$ cat src/rtl/rtc_bus_responder.sv
// rtc_bus_responder
//   Responder for the multiplexed address/data RTC bus. Emulates a small
//   V3023-style register file: an address phase latches a register pointer,
//   a write data phase stores into that register, and a read data phase
//   drives it back with an output enable. A local port gives the rest of the
//   chip direct access to the same registers.
//
// Ports
//   Clock_in   system clock
//   Reset      asynchronous active-low reset
//   A_D        0 = address phase, 1 = data phase
//   CS/WR/RD   active-low chip select, write and read strobes
//   Data_in    bus value driven by the master
//   Data_out   read data toward the master, qualified by Data_oe
//   Data_oe    1 while the responder drives the bus
//   Loc_addr   local register select
//   Loc_we     local write enable
//   Loc_wd     local write data
//   Loc_q      reg[Loc_addr], combinational
//   Addr_q     last latched bus address
//   Wr_strobe  1-cycle pulse per completed bus write
//   Rd_strobe  1-cycle pulse per completed bus read
//   Bus_err    1-cycle pulse on an illegal strobe combination or phase abort
//
// State    | meaning
// ---------+------------------------------------------------------------
// ST_IDLE  | no phase active, decoding synced strobes
// ST_ADDR  | address phase, Addr_q loaded on strobe release
// ST_WDATA | write data phase, register written on strobe release
// ST_RDATA | read data phase, Data_out/Data_oe driven until release

module rtc_bus_responder #(
  parameter int DATA_W      = 8,
  parameter int DEPTH       = 16,
  parameter int SYNC_STAGES = 2
) (
  input  logic                     Clock_in,
  input  logic                     Reset,
  input  logic                     A_D,
  input  logic                     CS,
  input  logic                     WR,
  input  logic                     RD,
  input  logic [DATA_W-1:0]        Data_in,
  output logic [DATA_W-1:0]        Data_out,
  output logic                     Data_oe,
  input  logic [$clog2(DEPTH)-1:0] Loc_addr,
  input  logic                     Loc_we,
  input  logic [DATA_W-1:0]        Loc_wd,
  output logic [DATA_W-1:0]        Loc_q,
  output logic [DATA_W-1:0]        Addr_q,
  output logic                     Wr_strobe,
  output logic                     Rd_strobe,
  output logic                     Bus_err
);

  localparam int AW = $clog2(DEPTH);
  localparam int SW = DATA_W + 4;
  // Strobes idle high so a reset pipeline never looks like an active phase.
  localparam logic [SW-1:0]     SYNC_RST = {1'b0, 3'b111, {DATA_W{1'b0}}};
  localparam logic [DATA_W:0]   LP_DEPTH = DEPTH[DATA_W:0];

  typedef enum logic [1:0] {ST_IDLE, ST_ADDR, ST_WDATA, ST_RDATA} state_t;

  logic [SW-1:0]     r_sync [SYNC_STAGES];
  logic [DATA_W-1:0] r_regs [DEPTH];
  state_t            r_state;
  state_t            w_next;
  logic              r_hold;
  logic [DATA_W-1:0] r_addr_q;
  logic [DATA_W-1:0] r_data_out;
  logic              r_data_oe;
  logic              r_wr_strobe;
  logic              r_rd_strobe;
  logic              r_bus_err;

  logic              w_ad, w_cs, w_wr, w_rd;
  logic [DATA_W-1:0] w_data;
  logic [AW-1:0]     w_idx;
  logic              w_in_range;
  logic [DATA_W-1:0] w_rd_data;
  logic              w_err, w_bus_we, w_addr_ld, w_wr_done, w_rd_done;

  // Data travels with the strobes so the release-cycle sample is coherent.
  always_ff @(posedge Clock_in or negedge Reset) begin
    if (!Reset) begin
      for (int i = 0; i < SYNC_STAGES; i++) r_sync[i] <= SYNC_RST;
    end else begin
      r_sync[0] <= {A_D, CS, WR, RD, Data_in};
      for (int i = 1; i < SYNC_STAGES; i++) r_sync[i] <= r_sync[i-1];
    end
  end

  assign w_ad   = r_sync[SYNC_STAGES-1][DATA_W+3];
  assign w_cs   = r_sync[SYNC_STAGES-1][DATA_W+2];
  assign w_wr   = r_sync[SYNC_STAGES-1][DATA_W+1];
  assign w_rd   = r_sync[SYNC_STAGES-1][DATA_W];
  assign w_data = r_sync[SYNC_STAGES-1][DATA_W-1:0];

  assign w_idx      = r_addr_q[AW-1:0];
  assign w_in_range = {1'b0, r_addr_q} < LP_DEPTH;
  assign w_rd_data  = w_in_range ? r_regs[w_idx] : '0;

  always_comb begin
    w_next    = r_state;
    w_err     = 1'b0;
    w_bus_we  = 1'b0;
    w_addr_ld = 1'b0;
    w_wr_done = 1'b0;
    w_rd_done = 1'b0;
    case (r_state)
      ST_IDLE: begin
        // After an error nothing is decoded until CS is seen high, so a
        // held illegal combination gives one Bus_err pulse, not a train.
        if (!w_cs && !r_hold) begin
          if (!w_wr && !w_rd)      w_err  = 1'b1;
          else if (!w_rd && !w_ad) w_err  = 1'b1;
          else if (!w_wr)          w_next = w_ad ? ST_WDATA : ST_ADDR;
          else if (!w_rd)          w_next = ST_RDATA;
        end
      end
      ST_ADDR: begin
        if (w_cs || w_wr) begin
          w_addr_ld = 1'b1;
          w_next    = ST_IDLE;
        end else if (w_ad) begin
          w_err  = 1'b1;
          w_next = ST_IDLE;
        end
      end
      ST_WDATA: begin
        if (w_cs || w_wr) begin
          w_bus_we  = w_in_range;
          w_wr_done = 1'b1;
          w_next    = ST_IDLE;
        end else if (!w_ad) begin
          w_err  = 1'b1;
          w_next = ST_IDLE;
        end
      end
      ST_RDATA: begin
        if (w_cs || w_rd) begin
          w_rd_done = 1'b1;
          w_next    = ST_IDLE;
        end else if (!w_ad) begin
          w_err  = 1'b1;
          w_next = ST_IDLE;
        end
      end
      default: w_next = ST_IDLE;
    endcase
  end

  always_ff @(posedge Clock_in or negedge Reset) begin
    if (!Reset) begin
      r_state     <= ST_IDLE;
      r_hold      <= 1'b0;
      r_addr_q    <= '0;
      r_data_out  <= '0;
      r_data_oe   <= 1'b0;
      r_wr_strobe <= 1'b0;
      r_rd_strobe <= 1'b0;
      r_bus_err   <= 1'b0;
    end else begin
      r_state     <= w_next;
      r_hold      <= w_err | (r_hold & ~w_cs);
      r_wr_strobe <= w_wr_done;
      r_rd_strobe <= w_rd_done;
      r_bus_err   <= w_err;
      r_data_oe   <= (w_next == ST_RDATA);
      r_data_out  <= (w_next == ST_RDATA) ? w_rd_data : '0;
      if (w_addr_ld) r_addr_q <= w_data;
    end
  end

  // Bus write is issued after the local write so it wins on the same index.
  always_ff @(posedge Clock_in or negedge Reset) begin
    if (!Reset) begin
      for (int i = 0; i < DEPTH; i++) r_regs[i] <= '0;
    end else begin
      if (Loc_we)   r_regs[Loc_addr] <= Loc_wd;
      if (w_bus_we) r_regs[w_idx]    <= w_data;
    end
  end

  assign Loc_q     = r_regs[Loc_addr];
  assign Addr_q    = r_addr_q;
  assign Data_out  = r_data_out;
  assign Data_oe   = r_data_oe;
  assign Wr_strobe = r_wr_strobe;
  assign Rd_strobe = r_rd_strobe;
  assign Bus_err   = r_bus_err;

endmodule

$ cat config.mk
export PLATFORM = sky130hd
export DESIGN_NAME = rtc_bus_responder
export DESIGN_NICKNAME = d
export VERILOG_FILES = /design/src/rtl/rtc_bus_responder.sv
export SDC_FILE = /design/constraint.sdc
export NUM_CORES = 1
export LEC_CHECK = 0
export ABC_CLOCK_PERIOD_IN_PS = 3250
export BUFFER_PORTS_ARGS = -buffer_cell sky130_fd_sc_hd__buf_2
export CORE_MARGIN = 5
export CORE_UTILIZATION = 30
export DETAILED_ROUTE_END_ITERATION = 10
export GPL_TIMING_DRIVEN = 0
export PLACE_DENSITY = 0.55
export SETUP_SLACK_MARGIN = 0.5
export SYNTH_ARGS = -nofsm -noshare
export SYNTH_HDL_FRONTEND = slang
export SYNTH_SLANG_ARGS = --single-unit
$ cat constraint.sdc
create_clock -name Clock_in -period 3.25 [get_ports Clock_in]
set_input_delay 0.65 -clock Clock_in [delete_from_list [all_inputs] [get_ports Clock_in]]
set_output_delay 0.65 -clock Clock_in [all_outputs]
set_load 0.03 [all_outputs]
==> reports/metrics.cfg <==
[run_status]
outcome=completed

[critical_path]
worst_r2r_endpoint=Data_out[7]
start_kind=input port
crit_fanout=8
critPathKind=input port to primary output
cp.arrival_ns=2.12
crit_path_start=Loc_addr[0]
rr_worst_depth=5
cp.required_ns=2.60
rrSetupSlack_ns=0.55
critPathCaptureType=primary output
timing.rr.start=r_state[1]

[routing]
via_per_inst=5.32
routedWlPerCell_microns=25.7
num_vias=6544
drt-pass1-iter-count=7
ant_nets=0
drc=0
drtIter0Drc=473
totalWireLength_mm=31.6

[timing]
grt_setup_unrepaired=yes
clock_skew_ns=0.0164
fin_crit_sh_pct=85.3
maxSlewHeadroom_pct=15.5
slew_violations=0
clock.fmax_mhz=361
worst_slack_ns=0.477
finalHoldViolations=0
period_needed_ns=2.77
worstMarginPinSlew_ns=1.26
finalSetupViolCount=0

[synthesis]
ys.flop_type=dfrtp_1
ys_ff_latch=175
synth_most_common_cell=mux2_2
syn-cell-area_sq_um=10000
synth_fp_nets=723
synth_cells=696
synth_edf_count=0
yosys-top-cells-area=dfrtp_1 (42%), mux2_2 (31%), mux4_2 (14%), dfstp_2 (1.6%), a22oi_1 (1.2%)
synthArstFlopShare_pct=100
synth_cell_types=40
syn_area_per_cell_sq_um=14.4
netlist.area_leader.share_pct=42.3
synth_commonest_cells=mux2_2 (271), dfrtp_1 (169), mux4_2 (64)
ys_seq_area_share_pct=43.9
synth_warnings=0
synth.largest_area_cell=dfrtp_1

[placed_design]
numPortBuffers=54
place_hpwl_mm=21.2
placedCellCount=1193
dp_slack_ns=-0.559
globalplace.congestion=0.845
dpl_cell_area_sq_um=10900

[pwr]
power.total_uw=8010
p_leak_uw=0.00482
p_per_area_nw_per_um2=677
vdd_drop_max_mv=0.368

[clocking]
clockBufferDepth=2
htreeDepth=4
cts_hold_buf=0
numCtsBuffers=17
clk_pin_slew_worst_paths_ns=0.08
cts-root-buf=clkbuf_16
cts.sinks=175
clk_latency_ns=0.44
cts_tree=yes

[global_routing]
grt_pass1_vias=6674
grt_max_degree=96
grt_pass1_wl_mm=46.9
grt.overflow.total=0
grtUsageTotal_pct=17.5
antenna_found_initial=0

[final_layout]
layout-drive-gt1-share_pct=62.6
area_growth_pct=18.3
diodes=0
stdcell_count=1231
nets=803
fillCellCount=3181
regArea_sq_um=4390
fin_area_sq_um=11800
multi_input_area_sq_um=5480

[worst_hold_path]
min_path_type=input port to async pin

[die]
num_io_pins=55
rows=66
die_area_sq_um=37100
core_area_sq_um=32700
die_w_microns=193
die_h_microns=193
initial_core_util_pct=30.6

[job]
maxCapViolations=0

routing by layer:
layer	share of wire, %	track usage [%]	up-vias
li1	-	-	2841
met1	44	23.8	3499
met2	49	28.7	173
met3	4.4	3.31	31
met4	2.0	4.58	0
met5	0	0	-
flip-flops by register name (all words and copies together) (netlist names):
| signal | flops |
|---|---|
| Addr_q | 8 |
| Bus_err | 1 |
| Data_oe | 1 |
| Data_out | 8 |
| Rd_strobe | 1 |
| Wr_strobe | 1 |
| r_hold | 1 |
| r_regs | 128 |
| r_state | 2 |
| r_sync | 24 |
report_power, final:
group	internal, uW	total [uW]	switching (uW)
clock network	1300	2260	960
logic	1520	2690	1170
registers	2660	3050	394
how the worst max path moves through the flow:
stage | to | cells after the start
finish | Loc_q[2] | 7
global route | Loc_q[2] | 7
CTS | Loc_q[2] | 7
detailed placement | Loc_q[1] | 7
global placement | r_sync[14] | 1
floorplan | Loc_q[1] | 5
through the flow:
stage	setup TNS, ns	hold slack, ns	utilization (%)
floorplan	0	0.331	-
detailed placement	-3.67	0.335	33.2
global route	0	0.260	36.2
CTS	0	0.232	36.1
global placement	-275.36	0.332	33.1
finish	0	0.212	36.2
layout make-up:
| cell class | count | share of cell area, % |
|---|---|---|
| Inverter | 2 | 0.0635 |
| Tap cell | 442 | 4.67 |
| Buffer | 48 | 2.73 |
| Clock buffer | 18 | 3.63 |
| Multi-Input combinational cell | 471 | 46.3 |
| Clock inverter | 14 | 1.71 |
| Sequential cell | 175 | 37.1 |
| Timing Repair Buffer | 61 | 3.83 |
logic make-up (layout without fill, tap and decap cells):
kind of cell | count (synthesis) | after routing | synth area share (%)
muxes | 344 | 344 | 45.8
buffers and inverters | 50 | 143 | 2.02
and+or+nand+nor | 92 | 92 | 5.74
AOI/OAI and AO/OA | 35 | 35 | 2.52
DFF | 175 | 175 | 43.9
placed cells by master (no fill, tap or decap), drive strengths merged, types with 5 or more instances in the layout:
cell,Yosys,layout
o21ai,9,9
mux2,271,271
a22oi,16,16
inv,2,7
nor2,19,19
nand3,6,6
nand2b,5,5
a21oi,5,5
clkbuf,29,48
dfstp,6,6
nor2b,5,5
nand2,32,32
mux4,64,64
mux2i,9,9
dfrtp,169,169
buf,19,77
what timing repair did:
item / 4_1_cts / 5_1_grt
pin swaps: 9 / 4
gates cloned: 2 / 0
endpoints found under the setup margin: 12 / 13
buffers inserted: 4 / 0
gates resized for setup: 55 / 15
critical path, stage by stage:
cell and delay (ns):
buf_12 0.08, buf_12 0.14, buf_12 0.16, mux4_2 0.52
a22oi_2 0.28, nand2_1 0.13, buf_6 0.16
No activity file was read; power rests on OpenSTA's default activity.
